File: src/rtl/stopwatch_timer_core_if.sv
// stopwatch_timer_core_if: strobes, buttons and switches in; display fields and status flags out.
interface stopwatch_timer_core_if #(parameter int W = 6);
    logic         tick;
    logic         adj_tick;
    logic         pause_btn;
    logic         lap_btn;
    logic         adj;
    logic         sel;
    logic         down;
    logic [W-1:0] min_out;
    logic [W-1:0] sec_out;
    logic         running;
    logic         lapped;
    logic         expired;
    logic         wrap;

    modport master (
        output tick, adj_tick, pause_btn, lap_btn, adj, sel, down,
        input  min_out, sec_out, running, lapped, expired, wrap
    );

    modport slave (
        input  tick, adj_tick, pause_btn, lap_btn, adj, sel, down,
        output min_out, sec_out, running, lapped, expired, wrap
    );
endinterface

File: src/rtl/stopwatch_timer_core.sv
// stopwatch_timer_core: min:sec up/down stopwatch with adjust mode, lap freeze, wrap pulse and expiry.
module stopwatch_timer_core #(
    parameter int W       = 6,
    parameter int SEC_MOD = 60,
    parameter int MIN_MOD = 60
) (
    input  logic                    clk,
    input  logic                    rst,
    stopwatch_timer_core_if.slave   bus
);
    localparam logic [W-1:0] SEC_MAX = W'(SEC_MOD - 1);
    localparam logic [W-1:0] MIN_MAX = W'(MIN_MOD - 1);

    typedef enum logic [1:0] {PAUSED, RUN, ADJ, DONE} state_t;

    state_t       state, state_n;
    logic [W-1:0] min_c, sec_c, min_n, sec_n;
    logic [W-1:0] inc_min, inc_sec;
    logic         pause_q, lap_q;
    logic         pause_edge, lap_edge;
    logic         sec_top, min_top, at_zero;
    logic         lap_n, wrap_n;

    assign pause_edge = bus.pause_btn & ~pause_q;
    assign lap_edge   = bus.lap_btn & ~lap_q;
    // >= rather than == keeps fields in range even for odd parameter choices
    assign sec_top    = sec_c >= SEC_MAX;
    assign min_top    = min_c >= MIN_MAX;
    assign inc_sec    = sec_top ? '0 : sec_c + 1'b1;
    assign inc_min    = min_top ? '0 : min_c + 1'b1;
    assign at_zero    = (min_c == '0) && (sec_c == '0);
    assign lap_n      = (bus.adj || state == ADJ) ? 1'b0 : bus.lapped ^ lap_edge;

    always_comb begin
        state_n = state;
        min_n   = min_c;
        sec_n   = sec_c;
        wrap_n  = 1'b0;
        if (bus.adj) begin
            state_n = ADJ;
            if (bus.adj_tick) begin
                min_n = bus.sel ? min_c : inc_min;
                sec_n = bus.sel ? inc_sec : sec_c;
            end
        end else begin
            case (state)
                ADJ:    state_n = PAUSED;
                PAUSED: state_n = pause_edge ? RUN : PAUSED;
                DONE:   state_n = pause_edge ? PAUSED : DONE;
                RUN: begin
                    if (pause_edge) begin
                        state_n = PAUSED;
                    end else if (bus.tick && !bus.down) begin
                        sec_n  = inc_sec;
                        min_n  = sec_top ? inc_min : min_c;
                        wrap_n = sec_top & min_top;
                    end else if (bus.tick && at_zero) begin
                        state_n = DONE;
                    end else if (bus.tick) begin
                        sec_n   = (sec_c == '0) ? SEC_MAX : sec_c - 1'b1;
                        min_n   = (sec_c == '0) ? min_c - 1'b1 : min_c;
                        state_n = (min_c == '0 && sec_c == W'(1)) ? DONE : RUN;
                    end
                end
            endcase
        end
    end

    always_ff @(posedge clk) begin
        pause_q <= bus.pause_btn;
        lap_q   <= bus.lap_btn;
        if (rst) begin
            state       <= PAUSED;
            min_c       <= '0;
            sec_c       <= '0;
            bus.min_out <= '0;
            bus.sec_out <= '0;
            bus.running <= 1'b0;
            bus.lapped  <= 1'b0;
            bus.expired <= 1'b0;
            bus.wrap    <= 1'b0;
        end else begin
            state       <= state_n;
            min_c       <= min_n;
            sec_c       <= sec_n;
            // a held lap keeps the frozen value; otherwise the display follows the live count
            bus.min_out <= (lap_n && bus.lapped) ? bus.min_out : min_n;
            bus.sec_out <= (lap_n && bus.lapped) ? bus.sec_out : sec_n;
            bus.running <= state_n == RUN;
            bus.lapped  <= lap_n;
            bus.expired <= state_n == DONE;
            bus.wrap    <= wrap_n;
        end
    end
endmodule

File: src/flat_wrapper.sv
// flat-port wrapper written by rule: the top's interface ports become plain ports
module stopwatch_timer_core_flat 
#(
    parameter int W       = 6,
    parameter int SEC_MOD = 60,
    parameter int MIN_MOD = 60
)
  (clk, rst, bus_tick, bus_adj_tick, bus_pause_btn, bus_lap_btn, bus_adj, bus_sel, bus_down, bus_min_out, bus_sec_out, bus_running, bus_lapped, bus_expired, bus_wrap);
  stopwatch_timer_core_if #(.W(W)) bus_i ();
  input  logic clk;
  input  logic rst;
  input wire logic [$bits(bus_i.tick)-1:0] bus_tick;
  input wire logic [$bits(bus_i.adj_tick)-1:0] bus_adj_tick;
  input wire logic [$bits(bus_i.pause_btn)-1:0] bus_pause_btn;
  input wire logic [$bits(bus_i.lap_btn)-1:0] bus_lap_btn;
  input wire logic [$bits(bus_i.adj)-1:0] bus_adj;
  input wire logic [$bits(bus_i.sel)-1:0] bus_sel;
  input wire logic [$bits(bus_i.down)-1:0] bus_down;
  output wire logic [$bits(bus_i.min_out)-1:0] bus_min_out;
  output wire logic [$bits(bus_i.sec_out)-1:0] bus_sec_out;
  output wire logic [$bits(bus_i.running)-1:0] bus_running;
  output wire logic [$bits(bus_i.lapped)-1:0] bus_lapped;
  output wire logic [$bits(bus_i.expired)-1:0] bus_expired;
  output wire logic [$bits(bus_i.wrap)-1:0] bus_wrap;
  assign bus_i.tick = bus_tick;
  assign bus_i.adj_tick = bus_adj_tick;
  assign bus_i.pause_btn = bus_pause_btn;
  assign bus_i.lap_btn = bus_lap_btn;
  assign bus_i.adj = bus_adj;
  assign bus_i.sel = bus_sel;
  assign bus_i.down = bus_down;
  assign bus_min_out = bus_i.min_out;
  assign bus_sec_out = bus_i.sec_out;
  assign bus_running = bus_i.running;
  assign bus_lapped = bus_i.lapped;
  assign bus_expired = bus_i.expired;
  assign bus_wrap = bus_i.wrap;
  stopwatch_timer_core #(.W(W), .SEC_MOD(SEC_MOD), .MIN_MOD(MIN_MOD)) u_core (.clk(clk), .rst(rst), .bus(bus_i));
endmodule
File: config.mk
export PLATFORM = sky130hd
export DESIGN_NAME = stopwatch_timer_core_flat
export DESIGN_NICKNAME = d
export VERILOG_FILES = /design/src/rtl/stopwatch_timer_core_if.sv /design/src/rtl/stopwatch_timer_core.sv /design/src/flat_wrapper.sv
export SDC_FILE = /design/constraint.sdc
export NUM_CORES = 1
export LEC_CHECK = 0
export ABC_CLOCK_PERIOD_IN_PS = 2530
export CORE_ASPECT_RATIO = 0.8
export CORE_MARGIN = 3
export CORE_UTILIZATION = 40
export DETAILED_ROUTE_END_ITERATION = 6
export SLEW_MARGIN = 15
export SYNTH_ARGS = -nofsm -noshare
export SYNTH_HDL_FRONTEND = slang
export SYNTH_SLANG_ARGS = --single-unit
File: constraint.sdc
create_clock -name clk -period 2.53 [get_ports clk]
set_clock_uncertainty 0.05 [all_clocks]
set_input_delay 0.3795 -clock clk [delete_from_list [all_inputs] [get_ports clk]]
set_output_delay 0.3795 -clock clk [all_outputs]
set_load 0.02 [all_outputs]
==> results.sh <==
export IMPL_timing_final_ws_setup_ns=0.107
export IMPL_dieArea_um2=6550
export IMPL_placedCellCount=408
export IMPL_ant_nets=0
export IMPL_dpl_cell_area_um2=2730
export IMPL_finalCritPeriodShare=0.958
export IMPL_outcome="completed"
export IMPL_period_needed_ns=2.42
export IMPL_rsz0062_at_grt="no"
export IMPL_crit_path_max_fanout=4
export IMPL_grt_pass1_wl_mm=11.9
export IMPL_wl_mm=7.30
export IMPL_drive_gt1_frac=0.138
export IMPL_yosysTopAreaCell="dfxtp_1"
export IMPL_viasPerCell=6.07
export IMPL_grt_max_degree=30
export IMPL_final_nets=356
export IMPL_grt_overflow_total=0
export IMPL_routabilityCongestion=0.982
export IMPL_io_buffers=24
export IMPL_ys_ff_latch=32
export IMPL_wire_per_inst_um=17.5
export IMPL_slew_headroom=0.483
export IMPL_drtPass1Iterations=5
export IMPL_h_tree_depth=2
export IMPL_fin_tns_setup_ns=0
export IMPL_yosysMostFrequentCell="dfxtp_1"
export IMPL_tightest_slew_ns=0.775
export IMPL_cts_sinks=32
export IMPL_core_um2=5210
export IMPL_synth_edf_count=0
export IMPL_synth_cell_types=56
export IMPL_syn_avg_cell_area_um2=7.38
export IMPL_start_kind="input pin"
export IMPL_drtIter0Drc=320
export IMPL_required_ns=2.69
export IMPL_antenna_cells=0
export IMPL_setup_viol=0
export IMPL_clockBufferDepth=2
export IMPL_ctsHoldBuffers=0
export IMPL_critical_path_class="in2reg"
export IMPL_synthCells=304
export IMPL_start_util=0.430
export IMPL_ys_flop_type="dfxtp_1"
export IMPL_finalHoldViolCount=0
export IMPL_final_cells=416
export IMPL_hpwlAfterDp_mm=5.29
export IMPL_synth_warnings=0
export IMPL_clk_latency_ns=0.29
export IMPL_dpl_worst_slack_ns=-0.225
export IMPL_rows=23
export IMPL_fin_util=0.552
export IMPL_power_density_nw_per_um2=509
export IMPL_drc=0
export IMPL_synthArstFlopShare=0
export IMPL_final_area_um2=2880
export IMPL_grt_pass1_vias=2319
export IMPL_synthToLayoutAreaGrowth_pct=28.3
export IMPL_cts_made_buffers=5
export IMPL_cp_end_kind="flop"
export IMPL_synth_seq_area_share=0.286
export IMPL_cts_tree="yes"
export IMPL_synth_common_cells="dfxtp_1, nor2_1, nand2_1"
export IMPL_via_count=2524
export IMPL_antenna_found_initial=0
export IMPL_pin_count=25
export IMPL_cts_root_buf="clkbuf_8"
export IMPL_ir_worst_vdd_mv=0.341
export IMPL_synth_area_leaders="dfxtp_1, nor2_1, nand3_1, a21oi_1, nand2_1"
export IMPL_power_leakage_nw=1.07
export IMPL_synthesis_area_um2=2240
export IMPL_arrival_ns=2.58
export IMPL_synth_top_area_share=0.286
export IMPL_cts_post_setup_buffers_inserted=0
export IMPL_max_freq_mhz=413
export IMPL_grtUsageTotal=0.226
export IMPL_syn_nets=320
export IMPL_hold_class="reg2reg"
export IMPL_fp_dieH_um=73.0
export IMPL_maxSlewViolCount=0
export IMPL_max_cap_violations=0
export IMPL_path_clk_slew_ns=0.07
export IMPL_die_w_um=89.7
-- through the flow --
step	hold WS [ns]	total power [mW]
after floorplan	0.357	0.773
after global placement	0.398	0.914
after detailed placement	0.406	0.912
after CTS	0.421	1.46
after global routing	0.448	1.53
final	0.418	1.46
-- registers in the layout, summed over array words and instances, names as in the netlist, 2 cells and up --
name / count
u_core.bus.sec_out: 6
u_core.bus.min_out: 6
u_core.min_c: 6
u_core.state: 2
u_core.sec_c: 6
-- cell usage in the layout (no fill, tap or decap), types with 3 or more instances in the layout --
cell / count
dfxtp_1: 32
nor2_1: 30
buf_4: 30
nand2_1: 24
clkdlybuf4s50_1: 24
nand3_1: 21
a21oi_1: 19
nor3_1: 12
o21ai_0: 12
a31oi_1: 11
inv_1: 8
nor2b_1: 7
ha_1: 7
clkbuf_8: 7
nor4_1: 6
a211oi_1: 5
and2_1: 4
or3_1: 4
or4_1: 4
nand4_1: 4
a2bb2oi_1: 4
and3_1: 4
nand2b_1: 3
nor4b_1: 3
o21ai_1: 3
o221ai_1: 3
nand3b_1: 3
o211ai_1: 3
-- where the power goes --
group | internal [mW] | leakage [nW] | switching [mW]
clock | 0.348 | 0.0645 | 0.201
sequential | 0.531 | 0.263 | 0.0242
combinational | 0.156 | 0.745 | 0.206
-- path summary, 6_finish.rpt --
path | startpoint | endpoint | slack, ns | cells past startpoint
setup / recovery | bus_tick | u_core.bus.sec_out[5]$_SDFFE_PP0N_ | 0.11 | 7
hold / removal | u_core.bus.min_out[1]$_SDFFE_PP0N_ | u_core.bus.min_out[1]$_SDFFE_PP0N_ | 0.42 | 2
hold reg to reg | u_core.bus.min_out[1]$_SDFFE_PP0N_ | u_core.bus.min_out[1]$_SDFFE_PP0N_ | 0.42 | 2
setup reg to reg | u_core.sec_c[1]$_SDFF_PP0_ | u_core.bus.min_out[2]$_SDFFE_PP0N_ | 0.16 | 7
-- layer usage --
metal | routed length, µm | global-route usage | share of wire
met2 | 2740 | 0.309 | 0.38
met3 | 633 | 0.0505 | 0.087
met5 | 0 | 0 | 0
met1 | 3790 | 0.346 | 0.52
met4 | 134 | 0.0765 | 0.018
-- cells by family after synthesis --
family | share of synthesized area
buffers and inverters | 0.0575
DFF | 0.286
and+or+nand+nor | 0.314
xor gates and xnor gates | 0.0117
adders and majority gates | 0.0435
AOI/OAI and AO/OA | 0.288
-- cell type report --
class                   count  area [µm²]
inverters                   8        30.0
flip-flops and latches     32         641
clock buffers               7        96.3
multi-input cells         238        1500
repair buffers             55         485
well taps                  75        93.8
fillers                   513        2330
clock inverters             1        30.0
-- worst max-delay path, cell delays in order --
cell	delay, ns
clkdlybuf4s50_1	0.50
or4b_4	0.50
or4_1	0.43
a21oi_2	0.12
nor3_1	0.07
o41a_1	0.35
a211oi_2	0.23
-- what timing repair did --
action,CTS,global route
setup endpoints to repair,0,5
endpoints found under the hold margin,0,0
gates resized for setup,0,4
Note: power is estimated with default switching activity, not from simulation.
